### config.mk
export PLATFORM = sky130hd
export DESIGN_NAME = pll_lock_supervisor
export DESIGN_NICKNAME = d
export VERILOG_FILES = /design/src/rtl/pll_lock_supervisor.sv
export SDC_FILE = /design/constraint.sdc
export NUM_CORES = 1
export LEC_CHECK = 0
export CAP_MARGIN = 20
export CORE_MARGIN = 5
export CORE_UTILIZATION = 40
export CTS_BUF_LIST = sky130_fd_sc_hd__clkbuf_8 sky130_fd_sc_hd__clkbuf_16
export DETAILED_ROUTE_END_ITERATION = 10
export HOLD_SLACK_MARGIN = 0.1
export PLACE_DENSITY = 0.66
export SLEW_MARGIN = 40
export SYNTH_ARGS = -nofsm -noshare
export SYNTH_HDL_FRONTEND = slang
export SYNTH_SLANG_ARGS = --single-unit
### constraint.sdc
create_clock -name refclk -period 4.35 [get_ports refclk]
set_input_delay 0.87 -clock refclk [delete_from_list [all_inputs] [get_ports refclk]]
set_output_delay 0.87 -clock refclk [all_outputs]
set_load 0.05 [all_outputs]
### src/rtl/pll_lock_supervisor.sv
// ============================================================================
// pll_lock_supervisor: sequences PLL reset, qualifies lock, retries on timeout
// and holds downstream logic in reset until lock is stable.
// Revision: 1.0
// ============================================================================
`default_nettype none

module pll_lock_supervisor #(
  parameter int RST_PULSE_CYCLES    = 16,
  parameter int LOCK_STABLE_CYCLES  = 1024,
  parameter int LOCK_TIMEOUT_CYCLES = 65536,
  parameter int MAX_RETRIES         = 7,
  parameter int RETRY_W             = 3
) (
  input  logic               refclk,
  input  logic               rst,
  input  logic               pll_locked,
  input  logic               relock_req,
  output logic               pll_rst,
  output logic               sys_rst,
  output logic               ready,
  output logic               fail,
  output logic [RETRY_W-1:0] retry_count,
  output logic [7:0]         lock_loss_cnt
);

  localparam int c_PULSE_W = $clog2(RST_PULSE_CYCLES + 1);
  localparam int c_WAIT_W  = $clog2(LOCK_TIMEOUT_CYCLES + 1);
  localparam int c_STAB_W  = $clog2(LOCK_STABLE_CYCLES + 1);

  localparam logic [c_PULSE_W-1:0] c_PULSE_LAST = c_PULSE_W'(RST_PULSE_CYCLES - 1);
  localparam logic [c_WAIT_W-1:0]  c_WAIT_LAST  = c_WAIT_W'(LOCK_TIMEOUT_CYCLES - 1);
  localparam logic [c_STAB_W-1:0]  c_STAB_DONE  = c_STAB_W'(LOCK_STABLE_CYCLES);
  localparam logic [RETRY_W-1:0]   c_RETRY_MAX  = RETRY_W'(MAX_RETRIES);

  localparam logic [2:0] c_ST_PULSE = 3'd0;
  localparam logic [2:0] c_ST_WAIT  = 3'd1;
  localparam logic [2:0] c_ST_STAB  = 3'd2;
  localparam logic [2:0] c_ST_RUN   = 3'd3;
  localparam logic [2:0] c_ST_FAIL  = 3'd4;

  logic [2:0]           r_state;
  logic [1:0]           r_sync;
  logic [c_PULSE_W-1:0] r_pulse_cnt;
  logic [c_WAIT_W-1:0]  r_wait_cnt;
  logic [c_STAB_W-1:0]  r_stab_cnt;
  logic                 r_pll_rst;
  logic                 r_sys_rst;
  logic                 r_ready;
  logic                 r_fail;
  logic [RETRY_W-1:0]   r_retry;
  logic [7:0]           r_loss;
  logic                 w_lock_s;

  assign w_lock_s      = r_sync[1];
  assign pll_rst       = r_pll_rst;
  assign sys_rst       = r_sys_rst;
  assign ready         = r_ready;
  assign fail          = r_fail;
  assign retry_count   = r_retry;
  assign lock_loss_cnt = r_loss;

  // Outputs are updated on the same edge as the state transition that implies them.
  always_ff @(posedge refclk or posedge rst) begin
    if (rst) begin
      r_state     <= c_ST_PULSE;
      r_sync      <= 2'b00;
      r_pulse_cnt <= '0;
      r_wait_cnt  <= '0;
      r_stab_cnt  <= '0;
      r_pll_rst   <= 1'b1;
      r_sys_rst   <= 1'b1;
      r_ready     <= 1'b0;
      r_fail      <= 1'b0;
      r_retry     <= '0;
      r_loss      <= 8'd0;
    end else begin
      r_sync <= {r_sync[0], pll_locked};
      case (r_state)
        c_ST_PULSE: begin
          if (r_pulse_cnt == c_PULSE_LAST) begin
            r_pulse_cnt <= '0;
            r_wait_cnt  <= '0;
            r_pll_rst   <= 1'b0;
            r_state     <= c_ST_WAIT;
          end else begin
            r_pulse_cnt <= r_pulse_cnt + c_PULSE_W'(1);
          end
        end
        c_ST_WAIT: begin
          // Lock takes priority over a coincident timeout.
          if (w_lock_s) begin
            r_stab_cnt <= c_STAB_W'(1);
            r_wait_cnt <= '0;
            r_state    <= c_ST_STAB;
          end else if (r_wait_cnt == c_WAIT_LAST) begin
            r_wait_cnt  <= '0;
            r_pll_rst   <= 1'b1;
            r_pulse_cnt <= '0;
            if (r_retry == c_RETRY_MAX) begin
              r_fail  <= 1'b1;
              r_state <= c_ST_FAIL;
            end else begin
              r_retry <= r_retry + RETRY_W'(1);
              r_state <= c_ST_PULSE;
            end
          end else begin
            r_wait_cnt <= r_wait_cnt + c_WAIT_W'(1);
          end
        end
        c_ST_STAB: begin
          if (!w_lock_s) begin
            r_wait_cnt <= '0;
            r_state    <= c_ST_WAIT;
          end else if (r_stab_cnt == c_STAB_DONE) begin
            r_sys_rst <= 1'b0;
            r_ready   <= 1'b1;
            r_retry   <= '0;
            r_state   <= c_ST_RUN;
          end else begin
            r_stab_cnt <= r_stab_cnt + c_STAB_W'(1);
          end
        end
        c_ST_RUN: begin
          if (!w_lock_s || relock_req) begin
            r_pulse_cnt <= '0;
            r_pll_rst   <= 1'b1;
            r_sys_rst   <= 1'b1;
            r_ready     <= 1'b0;
            r_state     <= c_ST_PULSE;
            if (!w_lock_s && (r_loss != 8'hFF)) begin
              r_loss <= r_loss + 8'd1;
            end
          end
        end
        c_ST_FAIL: begin
          if (relock_req) begin
            r_pulse_cnt <= '0;
            r_fail      <= 1'b0;
            r_retry     <= '0;
            r_state     <= c_ST_PULSE;
          end
        end
        default: begin
          r_pulse_cnt <= '0;
          r_pll_rst   <= 1'b1;
          r_sys_rst   <= 1'b1;
          r_ready     <= 1'b0;
          r_fail      <= 1'b0;
          r_state     <= c_ST_PULSE;
        end
      endcase
    end
  end

endmodule

`default_nettype wire

# --- Yosys cells after proc, flatten, opt, wreduce, memory -nomap -nowiden ---
# Index checks and enable logic that the tools add are counted.
totals:
  reg_bits: 53
  inputBits: 4
  output_inout_bits: 15
  wordCells: 109
classes:
  add_sub_neg: 5
  eq_ne: 23
  n_mux: 47
  bitwise_logic: 4
  n_reduce_logical: 19
op_table:
  columns: ["cell", "n"]
  rows:
  - ["17-bit two-way mux", 4]
  - ["17-bit case mux with 3 select lines", 1]
  - ["3-bit two-way mux", 13]
  - ["11-bit two-way mux", 3]
  - ["5-bit two-way mux", 5]
  - ["5-bit case mux with 5 select lines", 1]
  - ["2-bit inequality test (second input constant)", 12]
  - ["11-bit case mux with 2 select lines", 1]
  - ["5-bit AND reduction", 4]
  - ["17-bit by 1-bit adder with 17-bit output (second input constant)", 1]
  - ["17-bit by 16-bit equality test with 1-bit output (second input constant)", 1]
  - ["3-bit case mux with 5 select lines", 1]
  - ["1-bit two-way mux", 13]
  - ["11-bit by 1-bit adder with 11-bit output (second input constant)", 1]
  - ["11-bit equality test (second input constant)", 1]
  - ["1-bit case mux with 3 select lines", 3]
  - ["3-bit case mux with 3 select lines", 1]
  - ["8-bit by 1-bit adder with 8-bit output (second input constant)", 1]
  - ["8-bit inequality test (second input constant)", 1]
  - ["4-bit AND reduction", 2]
  - ["7-bit AND reduction", 1]
  - ["3-bit by 2-bit equality test with 1-bit output (second input constant)", 2]
  - ["3-bit equality test (second input constant)", 2]
  - ["3-bit inequality test (second input constant)", 2]
  - ["15 further kinds", 21]

# --- Depth between registers and ports, before layout ---
depth:
  ltp_word: 5
  depth_mapped: 9
  depth_no_buf: 7

# --- Least setup slack after synthesis ---
# Ideal clock, no wire load.
synth_path:
  kind: "in2reg"
  startpoint: "input relock_req"
  endpoint: "register r_retry[0], in the netlist retry_count[0]"
  setup_ns: 0.125
  arrival_time_ns: 2.181
  required_ns: 4.225
  slack_ns: 2.044
  cell_stages: 5
  path_buffers: 0
  cell_sequence: "or3b_4 a21o_2 a41oi_2 a2111o_1 mux2_4"
synth_via:
  elab_chain_cells: 2
synth_rtl:
  columns: ["item", "line_no", "source"]
  rows:
  - ["start, declared", "18", "input logic relock_req,"]
  - ["2-bit inequality test (no line)", null, null]
  - ["7-bit AND reduction (no line)", null, null]
  - ["end signal, assigned", "104", "r_retry <= r_retry + RETRY_W'(1);"]
  - ["end, declared", "51", "logic [RETRY_W-1:0] r_retry;"]
# Every way passes these cells.
# A chain may end at the register's enable or synchronous reset.

# --- Worst setup path after layout ---
# Same ends and word-level chain as after synthesis.

==> impl_results.md <==
* Synth Register Bits at 53
* Fin area at 0.003199 mm2
* Type of origin of the critical path: primary input
* Layout filler cell count at between 600 and 700
* Antenna violations before repair at 0
* Die X at 94.30 um
* Hold worst-path end: r_sync[1]
* Ant. Diodes at 0
* Final Max Slew Viols at 0
* Placer Congestion at 0.8330
* Final setup fails at 0
* Antenna viol nets, final at 0
* Leak Pwr at 0.001375 uW
* Commonest cells post-synth: dfrtp_1, nand2_1, nor2_1
* Hold Buf Count CTS at 0
* Warnings from Yosys at 0
* Leading post-synthesis cells by cell area: dfrtp_1, nand2_1, xor2_1
* WL met2 at 2775 um
* H-tree Lvls at 2
* Worst skew pair latency at 0.31 ns
* Worst-path cell chain: clkdlybuf4s50_1 > or3b_4 > a21o_2 > a41oi_2 > a2111o_1 > mux2_4
* Max layer used: met4
* Worst Path Class, Setup: primary input to flop
* RSZ-0062 raised after global routing: no
* Post-synth ARST share at 1.000
* Remaining DRCs at 0
* Layout area overhead at 12.54%
* Min Tclk post-route at 2.583 ns
* Synth Area per Inst at 9.604 um2
* # Max-Cap Violations at 0
* Setup slack, reg-to-reg at 1.98 ns
* Initial Utilization at 0.4138
* Final Routed Wirelength at between 5000 and 6000 um
* Pwr Density at 530.5 mW/mm2
* Net Count, Synth at 307
* Ports at 19
* WP data arrival at 2.79 ns
* Synth top area share at 0.4489
* Synth unique cells at 56
* Period utilization at 0.5939
* Layout cell share with drive strength beyond 1 at 0.08805
* Reg2reg end: retry_count[0]
* EDFF count, synth at 0
* GR Overflow Total at 0
* CTS tree: done
* Crit-path leading delay family: compound AO/OA/AOI/OAI gates
* Crit path max fanout at 4
* Vias at 2229
* Clock sink total at 53
* Area of the multi-input gates at around 0.0014 mm2
* Worst-path clk slew at ~0.1 ns
* Ys flop type: dfrtp_1
* Hold Path Depth at 0
* DRT iter0 DRCs at 130
* Metal-1 WL at 2939 um
* IO Port Bufs at 18
* Num CTS Buffers at 5
* Reg area at 0.001329 mm2
* Clock buffer depth at 2
* Crit. End Element: flop
* Mapped cell area at 0.002843 mm2
* Root Buffer: clkbuf_8
* Syn Inst Count at between 200 and 300
* Critical path's slowest cell: clkdlybuf4s50_1
* Fmax at 0.3871 GHz
* CP peak stage delay at 0.46 ns
* Die ar. at 0.008892 mm2
* Die height at 94.30 um
* Sequential share of the synthesized area at 0.4674
* Cell taking the most area after synthesis: dfrtp_1
* Fin. Hold Viols at 0
* Slew margin rel. at 0.4931
* Reg2Reg Depth at 6
* DR WL met3 at 153 um
* Final nets at about 330
* Post-DP Area at 0.003113 mm2
* Routed wire per std cell at 14.36 um
* Worst EP required at 4.56 ns
* Cts repair resizes at 0
* Worst path bufs/invs at 1
* Hold_sp: r_sync[0]
* Largest net degree at the start of global routing at 29
* R2r startpoint: r_wait_cnt[0]
* Worst-Margin Slew at 0.7546 ns
* Post-CTS repair timing setup buffer count at 0
* Clock skew at roughly 0.011 ns
* Status: finished, final reports clean
* VDD IR max at 0.0003145 V
* Vias in the first global route at 2189
* DR vias/cell at 5.384
* Count leader, synth: dfrtp_1
* Drt first pass iters at 4
* Hold/Removal Path Class: flop to flop
* First-pass GRT wire length at roughly 10000 um
* Total core area at between 0.006 and 0.007 mm2
* GRT Total Usage at 0.1430
* HPWL after DPL at 4256 um
* Final setup TNS at 0 ns
* Row cnt at 30
[final cells by class]
| cell class | instances | share of cell area |
|---|---|---|
| clock inverter | 3 | 0.005475 |
| multi-input combinational | 219 | 0.4368 |
| timing repair buffer | 21 | 0.06336 |
| tap | 96 | 0.03754 |
| inverter | 17 | 0.01995 |
| clock buffer | 5 | 0.02151 |
| sequential | 53 | 0.4153 |
[sequential cells by signal (all words and copies together), names as in the netlist, 2 cells and up]
signal and flops:
retry_count 3, r_stab_cnt 11, lock_loss_cnt 8, r_pulse_cnt 5
r_state 3, r_sync 2, r_wait_cnt 17
[metal layers]
metal  track usage  up-vias
met5             0        -
met4       0.04332        0
met3       0.02404        5
met2        0.2264       37
met1        0.2002     1069
li1              -     1118
[where the power goes]
part           internal (uW)  leakage, uW  switching [uW]
clock network            112    0.0000439             167
registers                579     0.000700             120
logic                    270     0.000631             449
total                    961      0.00137             737
[worst register-to-register path: stages (launching register included)]
cell      delay, ns
dfrtp_1        0.42
ha_1           0.22
nand4_1        0.28
nor4_4         0.30
a41oi_2        0.22
a2111o_1       0.51
mux2_4         0.32
[cells in the final DEF (no fill, tap or decap), drive strengths merged, types with 2 or more instances in the layout]
cell,n
nor2b,2
o21ai,14
a41oi,2
o21a,2
clkbuf,5
buf,3
and3,7
mux2i,3
xnor2,4
nand3,19
o32ai,2
clkdlybuf4s50,18
xor2,11
dfrtp,51
a22o,2
a21o,3
a21oi,18
nor4b,2
mux2,2
and2,2
nand2,28
inv,17
and4,2
a31oi,12
dfstp,2
nand4,12
nor4,3
clkinv,2
o21bai,2
nand2b,8
nor3,5
nor3b,2
or3,5
nor2,23
ha,7
[through the flow]
step	hold slack, ns	setup slack (ns)	cells	power (uW)	util
final	0.3593	1.767	414	1697	0.4658
after CTS	0.3627	1.796	414	1715	0.4658
after global routing	0.3814	1.723	414	1825	0.4658
after detailed placement	0.3387	1.449	406	1433	0.4532
after floorplan	0.3312	2.044	296	1234	-
after global placement	0.3343	1.498	406	1413	0.4532
[cells by family (layout without fill, tap and decap cells)]
| logic type | Yosys count | after routing | synth area share |
|---|---|---|---|
| flops | 53 | 53 | 0.4674 |
| simple gates | 125 | 125 | 0.2368 |
| xor+xnor | 15 | 15 | 0.04621 |
| fa+ha+maj | 7 | 7 | 0.03081 |
| buf+inv | 24 | 46 | 0.04093 |
| compound gates | 67 | 67 | 0.1580 |
| mux | 5 | 5 | 0.01980 |
[how the worst max path moves through the flow]
stage	from	end	cells past startpoint
global placement	relock_req	retry_count[0]	6
floorplan	relock_req	retry_count[0]	5
finish	relock_req	retry_count[0]	6
global route	relock_req	retry_count[0]	6
detailed placement	relock_req	retry_count[0]	6
CTS	relock_req	retry_count[0]	6
Power figures use the tool's default switching activity.
